===== src/rtl/edge_pulse_bank_if.sv =====
// edge_pulse_bank_if
//  Groups the per-channel signals of edge_pulse_bank. Names are from the
//  bank's point of view: i_* enter the bank, o_* leave it.
//  i_level        CHANNELS     raw async input levels
//  i_mode         2*CHANNELS   edge select, ch i = i_mode[2i+1:2i]
//                              (00 off, 01 rise, 10 fall, 11 both)
//  i_evt_clr      CHANNELS     sticky-flag clear
//  o_pulse        CHANNELS     registered, stretched edge pulse
//  o_level_clean  CHANNELS     synchronised, debounced level
//  o_evt_flag     CHANNELS     sticky "edge seen"
//  o_any_pulse    1            OR of o_pulse, same cycle as o_pulse
//  master: the side that drives levels/modes; slave: the bank itself.
interface edge_pulse_bank_if #(
  parameter int CHANNELS = 4
);
  logic [CHANNELS-1:0]   i_level;
  logic [2*CHANNELS-1:0] i_mode;
  logic [CHANNELS-1:0]   i_evt_clr;
  logic [CHANNELS-1:0]   o_pulse;
  logic [CHANNELS-1:0]   o_level_clean;
  logic [CHANNELS-1:0]   o_evt_flag;
  logic                  o_any_pulse;

  modport master (
    output i_level, i_mode, i_evt_clr,
    input  o_pulse, o_level_clean, o_evt_flag, o_any_pulse
  );

  modport slave (
    input  i_level, i_mode, i_evt_clr,
    output o_pulse, o_level_clean, o_evt_flag, o_any_pulse
  );
endinterface


===== src/rtl/edge_pulse_bank.sv =====
// edge_pulse_bank
//  Multi-channel level-to-pulse converter. Each channel synchronises an async
//  level, debounces it, detects the selected edge(s), stretches the result to
//  a PULSE_LEN-cycle pulse and keeps a sticky event flag.
//  Ports:
//   i_clk  system clock, rising edge
//   i_rst  async reset, active-high; clears every flop immediately
//   bus    edge_pulse_bank_if.slave (levels, modes, clears in; pulses,
//          clean levels, flags, any_pulse out)

// One channel. o_next_pulse is the D input of the pulse flop, exported so the
// bank can register an OR that lines up with o_pulse.
module edge_pulse_lane #(
  parameter int SYNC_STAGES     = 2,
  parameter int DEBOUNCE_CYCLES = 1,
  parameter int PULSE_LEN       = 1
) (
  input  logic       i_clk,
  input  logic       i_rst,
  input  logic       i_level,
  input  logic [1:0] i_mode,
  input  logic       i_evt_clr,
  output logic       o_pulse,
  output logic       o_next_pulse,
  output logic       o_level_clean,
  output logic       o_evt_flag
);
  localparam int CW = $clog2(DEBOUNCE_CYCLES + 1);
  localparam int SW = $clog2(PULSE_LEN + 1);

  logic [SYNC_STAGES-1:0] r_sync;
  logic [CW-1:0]          r_cnt;
  logic                   r_clean;
  logic                   r_prev;
  logic [SW-1:0]          r_st;
  logic                   r_pulse;
  logic                   r_evt;

  logic          w_s;
  logic          w_rise;
  logic          w_fall;
  logic          w_qual;
  logic [SW-1:0] w_next_st;
  logic          w_next_pulse;

  assign w_s = r_sync[SYNC_STAGES-1];

  // Synchroniser chain; bit 0 is the only flop that sees the raw level.
  always_ff @(posedge i_clk or posedge i_rst) begin
    if (i_rst) r_sync <= '0;
    else       r_sync <= {r_sync[SYNC_STAGES-2:0], i_level};
  end

  // Debounce: the counter only runs while the synchronised level disagrees
  // with the accepted one, so any return to the old level restarts it.
  always_ff @(posedge i_clk or posedge i_rst) begin
    if (i_rst) begin
      r_cnt   <= '0;
      r_clean <= 1'b0;
    end else if (w_s == r_clean) begin
      r_cnt   <= '0;
    end else if (r_cnt == CW'(DEBOUNCE_CYCLES - 1)) begin
      r_clean <= w_s;
      r_cnt   <= '0;
    end else begin
      r_cnt   <= r_cnt + CW'(1);
    end
  end

  // Edges come from the clean level only, so changing i_mode cannot fake one.
  assign w_rise = r_clean & ~r_prev;
  assign w_fall = ~r_clean & r_prev;

  always_comb begin
    w_qual = 1'b0;
    case (i_mode)
      2'b01:   w_qual = w_rise;
      2'b10:   w_qual = w_fall;
      2'b11:   w_qual = w_rise | w_fall;
      default: w_qual = 1'b0;
    endcase
  end

  // Stretch: a qualified edge (re)loads the counter, so a retrigger during a
  // pulse extends it without a gap; mode 00 still lets a running pulse drain.
  always_comb begin
    w_next_st    = r_st;
    w_next_pulse = 1'b0;
    if (w_qual) begin
      w_next_st    = SW'(PULSE_LEN - 1);
      w_next_pulse = 1'b1;
    end else if (r_st != '0) begin
      w_next_st    = r_st - SW'(1);
      w_next_pulse = 1'b1;
    end
  end

  always_ff @(posedge i_clk or posedge i_rst) begin
    if (i_rst) begin
      r_prev  <= 1'b0;
      r_st    <= '0;
      r_pulse <= 1'b0;
      r_evt   <= 1'b0;
    end else begin
      r_prev  <= r_clean;
      r_st    <= w_next_st;
      r_pulse <= w_next_pulse;
      // A new pulse beats a simultaneous clear.
      if (w_next_pulse && !r_pulse) r_evt <= 1'b1;
      else if (i_evt_clr)           r_evt <= 1'b0;
    end
  end

  assign o_pulse       = r_pulse;
  assign o_next_pulse  = w_next_pulse;
  assign o_level_clean = r_clean;
  assign o_evt_flag    = r_evt;
endmodule

module edge_pulse_bank #(
  parameter int CHANNELS        = 4,
  parameter int SYNC_STAGES     = 2,
  parameter int DEBOUNCE_CYCLES = 1,
  parameter int PULSE_LEN       = 1
) (
  input  logic               i_clk,
  input  logic               i_rst,
  edge_pulse_bank_if.slave   bus
);
  logic [CHANNELS-1:0] w_pulse;
  logic [CHANNELS-1:0] w_next_pulse;
  logic [CHANNELS-1:0] w_clean;
  logic [CHANNELS-1:0] w_evt;
  logic                r_any;

  for (genvar g = 0; g < CHANNELS; g++) begin : g_lane
    edge_pulse_lane #(
      .SYNC_STAGES    (SYNC_STAGES),
      .DEBOUNCE_CYCLES(DEBOUNCE_CYCLES),
      .PULSE_LEN      (PULSE_LEN)
    ) u_lane (
      .i_clk        (i_clk),
      .i_rst        (i_rst),
      .i_level      (bus.i_level[g]),
      .i_mode       (bus.i_mode[2*g +: 2]),
      .i_evt_clr    (bus.i_evt_clr[g]),
      .o_pulse      (w_pulse[g]),
      .o_next_pulse (w_next_pulse[g]),
      .o_level_clean(w_clean[g]),
      .o_evt_flag   (w_evt[g])
    );
  end

  // Registered from the pulse flops' D inputs so it rises/falls with o_pulse.
  always_ff @(posedge i_clk or posedge i_rst) begin
    if (i_rst) r_any <= 1'b0;
    else       r_any <= |w_next_pulse;
  end

  assign bus.o_pulse       = w_pulse;
  assign bus.o_level_clean = w_clean;
  assign bus.o_evt_flag    = w_evt;
  assign bus.o_any_pulse   = r_any;
endmodule

===== src/flat_wrapper.sv =====
// flat-port wrapper written by rule: the top's interface ports become plain ports
module edge_pulse_bank_flat 
#(
  parameter int CHANNELS        = 4,
  parameter int SYNC_STAGES     = 2,
  parameter int DEBOUNCE_CYCLES = 1,
  parameter int PULSE_LEN       = 1
)
  (i_clk, i_rst, bus_i_level, bus_i_mode, bus_i_evt_clr, bus_o_pulse, bus_o_level_clean, bus_o_evt_flag, bus_o_any_pulse);
  edge_pulse_bank_if #(.CHANNELS(CHANNELS)) bus_i ();
  input  logic i_clk;
  input  logic i_rst;
  input wire logic [$bits(bus_i.i_level)-1:0] bus_i_level;
  input wire logic [$bits(bus_i.i_mode)-1:0] bus_i_mode;
  input wire logic [$bits(bus_i.i_evt_clr)-1:0] bus_i_evt_clr;
  output wire logic [$bits(bus_i.o_pulse)-1:0] bus_o_pulse;
  output wire logic [$bits(bus_i.o_level_clean)-1:0] bus_o_level_clean;
  output wire logic [$bits(bus_i.o_evt_flag)-1:0] bus_o_evt_flag;
  output wire logic [$bits(bus_i.o_any_pulse)-1:0] bus_o_any_pulse;
  assign bus_i.i_level = bus_i_level;
  assign bus_i.i_mode = bus_i_mode;
  assign bus_i.i_evt_clr = bus_i_evt_clr;
  assign bus_o_pulse = bus_i.o_pulse;
  assign bus_o_level_clean = bus_i.o_level_clean;
  assign bus_o_evt_flag = bus_i.o_evt_flag;
  assign bus_o_any_pulse = bus_i.o_any_pulse;
  edge_pulse_bank #(.CHANNELS(CHANNELS), .SYNC_STAGES(SYNC_STAGES), .DEBOUNCE_CYCLES(DEBOUNCE_CYCLES), .PULSE_LEN(PULSE_LEN)) u_core (.i_clk(i_clk), .i_rst(i_rst), .bus(bus_i));
endmodule

===== config.mk =====
export PLATFORM = sky130hd
export DESIGN_NAME = edge_pulse_bank_flat
export DESIGN_NICKNAME = d
export VERILOG_FILES = /design/src/rtl/edge_pulse_bank_if.sv /design/src/rtl/edge_pulse_bank.sv /design/src/flat_wrapper.sv
export SDC_FILE = /design/constraint.sdc
export NUM_CORES = 1
export LEC_CHECK = 0
export ABC_AREA = 0
export CAP_MARGIN = 20
export CORE_MARGIN = 2
export CORE_UTILIZATION = 40
export CTS_CLUSTER_DIAMETER = 60
export DETAILED_ROUTE_END_ITERATION = 10
export HOLD_SLACK_MARGIN = 0.1
export PLACE_DENSITY = 0.69
export RECOVER_POWER = 50
export SLEW_MARGIN = 20
export SYNTH_ARGS = -nofsm -noshare
export SYNTH_HDL_FRONTEND = slang
export SYNTH_SLANG_ARGS = --single-unit

===== constraint.sdc =====
create_clock -name i_clk -period 2.15 [get_ports i_clk]
set_input_delay 0.215 -clock i_clk [delete_from_list [all_inputs] [get_ports i_clk]]
set_output_delay 0.215 -clock i_clk [all_outputs]
set_load 0.01 [all_outputs]

* Word-level counts from Yosys, hierarchy flattened
Index checks and enable logic that the tools add are counted.
** Word-level totals
- Output and inout bits :: 13
- Bits of input ports :: 18
- Memory bits (read-only) :: 0
- Logic and storage cells :: 134
- Memory bits (writable) :: 0
- Register bits after elaboration :: 33
- Latch bits :: 0
- Memories kept :: 0
** Cells by class
- Magnitude comparators :: 0
- Muxes and demuxes :: 36
- $add $sub $neg :: 8
- Shift-type cells :: 0
- Bitwise operators :: 28
- Eq/ne operators :: 16
- Div/mod/pow operators :: 0
- Multipliers :: 0
- Reductions and logical operators :: 17
** Operators with widths (number)
- 1-bit 2-to-1 mux :: 32
- 2-bit equality test, second input constant :: 8
- 1-bit inverter :: 16
- 1-bit one-hot mux with 3 select lines :: 4
- 1-bit bitwise AND :: 8
- 2-bit by 1-bit equality test with 1-bit output, second input constant :: 4
- 2-bit AND reduction :: 4
- 2-bit nonzero test :: 4
- 1-bit adder, second input constant :: 4
- 1-bit equality test :: 4
- 1-bit logical AND :: 4
- 1-bit logical NOT :: 4
- 1-bit bitwise OR :: 4
- 4-bit OR reduction :: 1
- 1-bit subtractor, second input constant :: 4

* Depth between registers and ports, before layout
Gate-level depths: netlist of run 1.
- Word-level depth :: 7
- Mapped depth :: 6
- Gate-level depth less buffers :: 6

* Modules after synthesis
Synthesis of run 1 repeated with hierarchy kept, for this count alone.
** Unflattened totals
- Cell total of the unflattened synthesis :: 87
- Area total of the unflattened synthesis :: 1002.2 um^2
** Modules (own cells, without submodules)
- edge_pulse_lane :: times used 4, sequential area each 150.1 um^2, cells an instance 21, area an instance 241.5 um^2
- edge_pulse_bank :: times used 1, sequential area each 25.0 um^2, cells an instance 3, area an instance 36.3 um^2

* Worst setup path after synthesis of run 1
OpenSTA, ideal clock, no wires.
- Path type :: flip-flop to flip-flop
- Start :: register u_core.g_lane[1].u_lane.r_clean
- End :: register u_core.r_any (netlist: u_core.bus.o_any_pulse)
- Setup time :: 0.139 ns
- Stages on the path, launching flop included :: 7
- Data arrival time :: 1.437 ns
- Path slack :: 0.574 ns
- Required time :: 2.011 ns
- Period minus slack after synthesis :: 1.576 ns
- Buffers on the path :: 0
- Path through :: dfrtp_1 -> inv_1 -> ha_1 -> nor2b_4 -> o21ai_2 -> o21ai_2 -> or4_4
** On the way
- Cells in the longest elaborated chain, start to end :: 6
- Elaborated cells between the ends (all ways) :: 7
- Classes of those cells :: 2 x mux; 4 x bitwise; 1 x reduce/logical
** RTL lines
- from (decl) :: RTL line edge_pulse_bank.sv:33 : logic r_clean;
- from (signal assigned) :: RTL line edge_pulse_bank.sv:63 : r_clean <= w_s;
- 1-bit inverter :: RTL line edge_pulse_bank.sv:72 : assign w_fall = ~r_clean & r_prev;
- 1-bit bitwise AND :: RTL line edge_pulse_bank.sv:72
- 1-bit bitwise OR :: RTL line edge_pulse_bank.sv:79 : 2'b11: w_qual = w_rise | w_fall;
- 1-bit one-hot mux with 3 select lines (*) :: RTL line edge_pulse_bank.sv:76 : case (i_mode)
- 1-bit 2-to-1 mux (*) :: RTL line edge_pulse_bank.sv:89 : if (w_qual) begin
- named net u_core.g_lane[1].u_lane.o_next_pulse :: RTL line edge_pulse_bank.sv:24 : output logic o_next_pulse,
- 4-bit OR reduction (*) :: RTL line edge_pulse_bank.sv:157 : else r_any <= |w_next_pulse;
- to (signal assigned) :: RTL line edge_pulse_bank.sv:157
- to (decl) :: RTL line edge_pulse_bank.sv:134 : logic r_any;
The timed path passes the listed nets; every way through them passes the cells marked *.
A chain may end at the register's enable or synchronous reset.

* Worst setup path after layout of run 1
- Start :: register u_core.g_lane[2].u_lane.r_clean
- End :: register u_core.r_any (netlist: u_core.bus.o_any_pulse)
** On the way
- Cells in the longest elaborated chain, start to end :: 6
- Elaborated cells between the ends (all ways) :: 7
- Classes of those cells :: 2 x mux; 4 x bitwise; 1 x reduce/logical
** RTL lines (RTL line)
- from (decl) :: edge_pulse_bank.sv:33
- from (signal assigned) :: edge_pulse_bank.sv:63
- 1-bit inverter :: edge_pulse_bank.sv:72
- 1-bit bitwise AND :: edge_pulse_bank.sv:72
- 1-bit bitwise OR :: edge_pulse_bank.sv:79
- 1-bit one-hot mux with 3 select lines (*) :: edge_pulse_bank.sv:76
- 1-bit 2-to-1 mux (*) :: edge_pulse_bank.sv:89
- named net u_core.g_lane[2].u_lane.o_next_pulse :: edge_pulse_bank.sv:24
- 4-bit OR reduction (*) :: edge_pulse_bank.sv:157
Marks and branches as above.

==> results.txt, run 1 <==
----------------------------------------------------
[Logic synthesis]
  Basic-gate share of the synthesized area counting and, or, nand and nor cells ... 0.07117
  Share of the synthesized netlist area taken by xor and xnor gates ... 0
  Synthesized net count ... 116
  Register bit total from synthesis ... 25
  Combinational family with the most area after synthesis ... buffers and inverters
  Synthesized instance count ... 90
  Adder-Cell Fraction of Synth Area ... 0.09490
  Share of cell area taken by muxes after synthesis ... 0
  Syn_area_per_cell ... 11.72 sq um
  Synthesized-area fraction occupied by ao, oa, aoi and oai cells ... 0.08066
  Cell variety after synth ... 13
  Netlist area before placement ... 1055 sq um
  Yosys synthesis warning count ... 0
  Sequential-to-total area share from yosys stat ... 0.5931

[Layout]
  Fraction of final layout cells sized beyond drive strength 1 ... 0.07339
  Multi-input combinational cell area ... 260.3 sq um
  Final net count ... 136
  Number of diodes added for antenna fixing ... 0
  Layout overhead on the synthesized area ... 25.03%
  Final cell area excluding filler cells ... 1319 sq um
  Filler cells ... 236
  Sequential cell area ... 625.6 sq um

[Floorplan]
  Core region area ... 2477 sq um
  I/O pin count ... 31
  Row count ... 18
  Die X ... 55.35 um
  Area of the die ... 3064 sq um
  Starting utilization of the core area ... 0.4258
  Chip Height ... 55.35 um

[Placement]
  Post-placement cell area ... 1295 sq um
  Post-Place Setup Slack ... 456.2 ps
  Detail Placement HPWL ... 1196 um
  Routability congestion estimate ... 0.8339
  Input/output buffers ... 30

[Routing]
  Violation count after the first detailed-routing iteration ... 7
  Antenna Violating Nets Remaining ... 0
  Wire length reported by the detailed router ... 1506 um
  DRT Pass-1 Iters ... 4
  Average wire per standard cell ... 10.83 um
  Via/cell ratio ... 4.388
  Vias ... 610
  Remaining routing DRC violations ... 0

[STA]
  Worst max-slew margin expressed relative to the limit ... 0.1524
  Max Slew Vio Count ... 0
  Final-layout worst hold slack ... 363.8 ps
  Crit path setup slack, layout ... 452.3 ps
  Total negative slack for setup checks ... 0 ps
  Setup repair after global routing missed its margin ... false
  Number of setup violations in the final report ... 0
  Fin crit period ... 1698 ps
  Slew at the pin with the worst max-slew slack ... 1271 ps
  Final critical-path share of the clock period ... 0.7896
  Clock skew ... 4.180 ps
  Hold violation total from the final report ... 0
  Max Freq ... 0.5890 GHz

[Clocking]
  # hold bufs at CTS ... 0
  Clock root buffer master ... sky130_fd_sc_hd__clkbuf_4
  Clock Pin Slew Worst Setup and Hold Paths ... 130 ps
  Maximum level of the CTS H-tree ... 1
  TritonCTS clock tree ... built
  Maximum number of buffers from clock root to sink ... 2
  Num CTS Buffers ... 3
  Postcts setup bufs ... 0
  Number of gates given a new drive strength after cts ... 0
  Clock net sink count ... 25
  Clk Latency, worst-skew pair ... 300 ps

[Critical path]
  Category of the worst setup path capture point ... register
  CP Data Required Time ... 2340 ps
  Worst-path fanout max ... 4
  Type of the worst setup path ... register to register
  Arrival time at the worst endpoint ... 1890 ps
  Type of element launching the critical path ... register

[Global route]
  Wire length of the first global-routing pass ... 2766 um
  Overall routing resource usage ... 0.1120
  Initial antenna violation count ... 0
  Largest net degree at the start of global routing ... 26
  Total congestion overflow after global routing ... 0
  Number of global-route vias before repair ... 630

[Power]
  Worst-case vdd ir drop ... 442.3 uV
  Leak Pwr ... 0.6341 nW
  Power per unit of standard cell area ... 660.4 nW/um^2

[Job]
  Max-cap check violation count ... 0

[Worst hold path]
  Type of the most critical hold path ... register to register

[Status]
  Result of the run ... finished clean

----------------------------------------------------
[cells in the final DEF, fill, tap and decap left out, drive strengths merged]
cell type	count
o211ai	1
nor2b	6
inv	17
a22o	4
clkdlybuf4s50	25
or4	1
o21ai	7
dlygate4sd3	5
ha	8
nand2	5
dfrtp	25
clkinv	1
clkbuf	4
[synthesized netlist by cell type]
cell type	instances	area (sq um)
sky130_fd_sc_hd__dfrtp_1	25	625.6
sky130_fd_sc_hd__inv_1	17	63.81
sky130_fd_sc_hd__buf_4	12	90.09
sky130_fd_sc_hd__ha_1	8	100.1
sky130_fd_sc_hd__nand2_1	5	18.77
sky130_fd_sc_hd__nor2b_1	5	31.28
sky130_fd_sc_hd__o21ai_1	5	25.02
sky130_fd_sc_hd__a22o_1	4	35.03
sky130_fd_sc_hd__clkbuf_1	4	15.01
sky130_fd_sc_hd__o21ai_2	2	17.52
sky130_fd_sc_hd__nor2b_4	1	13.76
sky130_fd_sc_hd__o211ai_1	1	7.510
sky130_fd_sc_hd__or4_4	1	11.26
[cell families after synthesis]
kind of cell / after synthesis
AND/OR/NAND/NOR: 12
flip-flops: 25
AO/OA/AOI/OAI: 12
adder cells (fa/ha/maj): 8
buffers and inverters: 33
[sequential cells by signal, indices dropped and copies added, names as in the netlist]
signal,cells
u_core.g_lane.u_lane.r_prev,4
u_core.g_lane.u_lane.o_level_clean,4
u_core.g_lane.u_lane.r_sync,8
u_core.g_lane.u_lane.o_evt_flag,4
u_core.bus.o_any_pulse,1
u_core.g_lane.u_lane.o_pulse,4
[critical path, stage by stage, from the launching register on]
cell                       delay [ps]
sky130_fd_sc_hd__dfrtp_1          420
sky130_fd_sc_hd__inv_1             60
sky130_fd_sc_hd__ha_1             280
sky130_fd_sc_hd__nand2_1           50
sky130_fd_sc_hd__o211ai_1         100
sky130_fd_sc_hd__o21ai_1          130
sky130_fd_sc_hd__or4_4            540
[per-layer routing]
| layer | share of wire | up-vias | GRT usage |
|---|---|---|---|
| met5 | 0 | - | 0 |
| met4 | 0 | 0 | 0.03136 |
| met3 | 0.076 | 0 | 0.03981 |
| met2 | 0.51 | 22 | 0.1939 |
| met1 | 0.42 | 288 | 0.1303 |
| li1 | - | 300 | - |
[stage by stage]
| step | total power [W] | cells | util |
|---|---|---|---|
| after floorplan | 0.0006222 | 90 | - |
| after global placement | 0.0006817 | 135 | 0.5227 |
| after detailed placement | 0.0006890 | 135 | 0.5227 |
| after CTS | 0.0008932 | 139 | 0.5338 |
| after global routing | 0.0009297 | 139 | 0.5323 |
| final | 0.0008710 | 139 | 0.5323 |
[report_power, final]
part           switching [W]  total, W  leakage (nW)  internal, W
Sequential         0.0000172  0.000522         0.299     0.000505
Combinational      0.0000597  0.000152         0.317    0.0000921
Clock               0.000128  0.000197        0.0177    0.0000693
Total               0.000205  0.000871         0.634     0.000666
[worst paths after layout]
path,start,endpoint,slack [ps],depth (start not counted)
worst min-delay path,u_core.g_lane[2].u_lane.r_sync[1],u_core.g_lane[2].u_lane.o_level_clean,360,0
worst max register to register,u_core.g_lane[2].u_lane.o_level_clean,u_core.bus.o_any_pulse,450,6
worst min register to register,u_core.g_lane[2].u_lane.r_sync[1],u_core.g_lane[2].u_lane.o_level_clean,360,0
min in group asynchronous,i_rst,u_core.g_lane[0].u_lane.r_sync[1],750,3
worst max-delay path,u_core.g_lane[2].u_lane.o_level_clean,u_core.bus.o_any_pulse,450,6
max in group asynchronous,i_rst,u_core.g_lane[0].u_lane.o_pulse,660,3
[area by class of cell]
class / count / share of cell area
inverter: 17 / 0.04839
clock buffer: 3 / 0.01708
timing repair buffer: 31 / 0.2306
multi-input combinational: 32 / 0.1973
clock inverter: 1 / 0.003795
sequential: 25 / 0.4744
tap: 30 / 0.02846
(Power assumes the default switching activity.)
==> inputs of run 2 (changes only) <==
==> constraint.sdc (replaced) <==
create_clock -name i_clk -period 1.7 [get_ports i_clk]
set_input_delay 0.17 -clock i_clk [delete_from_list [all_inputs] [get_ports i_clk]]
set_output_delay 0.17 -clock i_clk [all_outputs]
set_load 0.01 [all_outputs]
==> results.txt, run 2 (same netlist as run 1, synthesis figures left out) <==
----------------------------------------------------
[Floorplan]
  Starting utilization of the core area ... 0.4258 (unchanged)
  Area of the die ... 3064 sq um (unchanged)
  I/O pin count ... 31 (unchanged)
  Row count ... 18 (unchanged)
  Die X ... 55.35 um (unchanged)
  Chip Height ... 55.35 um (unchanged)
  Core region area ... 2477 sq um (unchanged)

[Global route]
  Wire length of the first global-routing pass ... 2898 um (+4.8%)
  Initial antenna violation count ... 0 (unchanged)
  Overall routing resource usage ... 0.1179 (+0.005888)
  Number of global-route vias before repair ... 680 (+7.9%)
  Total congestion overflow after global routing ... 0 (unchanged)
  Largest net degree at the start of global routing ... 26 (unchanged)

[Layout]
  Layout overhead on the synthesized area ... 27.40%
  Final net count ... 139 (+2.2%)
  Filler cells ... 234 (-0.85%)
  Max reg flops ... 8 (unchanged)
  Fraction of final layout cells sized beyond drive strength 1 ... 0.09821 (+0.02482)
  Commonest non-fill, non-tap cells in the layout ... 25 x sky130_fd_sc_hd__clkdlybuf4s50_1, 25 x sky130_fd_sc_hd__dfrtp_1, 17 x sky130_fd_sc_hd__inv_1, 8 x sky130_fd_sc_hd__ha_1
  Number of diodes added for antenna fixing ... 0 (unchanged)
  Top reg by flops ... u_core.g_lane.u_lane.r_sync

[Critical path]
  Worst-path fanout max ... 3 (-1)
  Crit path from ... u_core.g_lane[2].u_lane.o_level_clean
  CP Data Required Time ... 1900 ps (-440 ps)
  Origin of the critical flop-to-flop path ... u_core.g_lane[2].u_lane.o_level_clean
  Type of the worst setup path ... register to register
  Category of the worst setup path capture point ... register
  Arrival time at the worst endpoint ... 1820 ps (-70 ps)
  Type of element launching the critical path ... register

[Power]
  Power per unit of standard cell area ... 833.1 nW/um^2 (+26%)
  Sequential share of power ... 0.588 (-0.011)
  Internal power summed over all cells ... 0.0008488 W (+27%)
  Leak Pwr ... 0.6447 nW (+1.7%)
  Worst-case vdd ir drop ... 591.0 uV (+34%)
  Sw Ratio ... 0.2418 (+0.006334)
  Logic gate share of total power ... 0.179 (+0.005)
  Clock network fraction of design power ... 0.233 (+0.006)
  Switching power of the nets ... 0.0002707 W (+32%)

[Routing]
  Antenna Violating Nets Remaining ... 0 (unchanged)
  Vias ... 643 (+5.4%)
  Violation count after the first detailed-routing iteration ... 9 (+2)
  Via/cell ratio ... 4.528 (+3.2%)
  Average wire per standard cell ... 11.27 um (+4.0%)
  DRT Pass-1 Iters ... 3 (-1)
  Wire length reported by the detailed router ... 1600 um (+6.2%)
  Remaining routing DRC violations ... 0 (unchanged)

[STA]
  Number of setup violations in the final report ... 0 (unchanged)
  Fin crit period ... 1620 ps (-77.60 ps)
  Setup repair after global routing missed its margin ... false
  Hold violation total from the final report ... 0 (unchanged)
  Max Slew Vio Count ... 0 (unchanged)
  Final-layout worst hold slack ... 363.9 ps (+0.1330 ps)
  Clock skew ... 1.200 ps (-2.980 ps)
  Slew at the pin with the worst max-slew slack ... 1264 ps (-7.783 ps)
  Worst max-slew margin expressed relative to the limit ... 0.1576 (+0.005189)
  Final critical-path share of the clock period ... 0.9530 (+0.1634)
  Max Freq ... 0.6172 GHz (+4.8%)
  Total negative slack for setup checks ... 0 ps (unchanged)

[Job]
  Max-cap check violation count ... 0 (unchanged)

[Clocking]
  Num CTS Buffers ... 3 (unchanged)
  Clock Pin Slew Worst Setup and Hold Paths ... 130 ps (about the same)
  Maximum number of buffers from clock root to sink ... 2 (unchanged)
  TritonCTS clock tree ... built
  # hold bufs at CTS ... 0 (unchanged)
  Clock root buffer master ... sky130_fd_sc_hd__clkbuf_4
  Clk Latency, worst-skew pair ... 310 ps (about the same)
  Maximum level of the CTS H-tree ... 1 (unchanged)
  Clock net sink count ... 25 (unchanged)

[Status]
  Result of the run ... finished clean

[Placement]
  Input/output buffers ... 30 (unchanged)
  Routability congestion estimate ... 0.8384 (+0.54%)
  Detail Placement HPWL ... 1273 um (+6.4%)

[Worst hold path]
  Type of the most critical hold path ... register to register
  Hold Crit Start ... u_core.g_lane[2].u_lane.r_sync[0]

----------------------------------------------------
run 2: worst paths after layout:
kind,depth (start not counted),endpoint,slack (ps)
worst min register to register,0,u_core.g_lane[2].u_lane.r_sync[1],360
worst max-delay path,6,u_core.bus.o_any_pulse,80
min in group asynchronous,3,u_core.g_lane[3].u_lane.r_sync[0],680
worst max register to register,6,u_core.bus.o_any_pulse,80
max in group asynchronous,3,u_core.g_lane[1].u_lane.o_pulse,280
worst min-delay path,0,u_core.g_lane[2].u_lane.r_sync[1],360
run 2: metrics by stage:
step                cells  utilization  area, sq um   power, W  setup slack (ps)
finish                142       0.5424         1344   0.001120             79.89
global route          142       0.5424         1344   0.001189             10.04
CTS                   141       0.5409         1340   0.001147             57.45
detailed placement    137       0.5288         1310  0.0008764             38.13
global placement      137       0.5288         1310  0.0008655             114.3
floorplan              90            -         1055  0.0007870             124.1
run 2: timing repair:
item | in CTS | in global routing
resized for setup | 0 | 0
buffers inserted | 0 | 1
setup endpoints to repair | 0 | 1
run 2: final cells by class:
class	instances	area, sq um	share of cell area
flip-flops and latches	25	625.6	0.4655
repair buffers	34	326.6	0.2430
multi-input cells	32	260.3	0.1937
inverters	17	63.81	0.04749
well taps	30	37.54	0.02793
clock buffers	3	22.52	0.01676
clock inverters	1	7.507	0.005587
run 2: critical path, cell delays in order (launching register included):
cell                       delay [ps]
sky130_fd_sc_hd__dfrtp_1          370
sky130_fd_sc_hd__inv_1             50
sky130_fd_sc_hd__ha_1             270
sky130_fd_sc_hd__nand2_1           60
sky130_fd_sc_hd__o211ai_1          90
sky130_fd_sc_hd__o21ai_1          130
sky130_fd_sc_hd__or4_4            540
run 2: metal layers:
layer  share of wire  global-route usage
met5               0                   0
met1            0.40              0.1316
met3           0.070             0.03044
met4           0.013             0.05226
met2            0.52              0.2092
run 2: power groups by stage:
| stage | clock (W) | combinational, W | sequential [W] |
|---|---|---|---|
| final | 0.000261 | 0.000200 | 0.000659 |
| after global routing | 0.000303 | 0.000219 | 0.000666 |
| after global placement | 0 | 0.000197 | 0.000668 |
| after floorplan | 0 | 0.000118 | 0.000669 |
| after CTS | 0.000282 | 0.000205 | 0.000660 |
| after detailed placement | 0 | 0.000204 | 0.000672 |
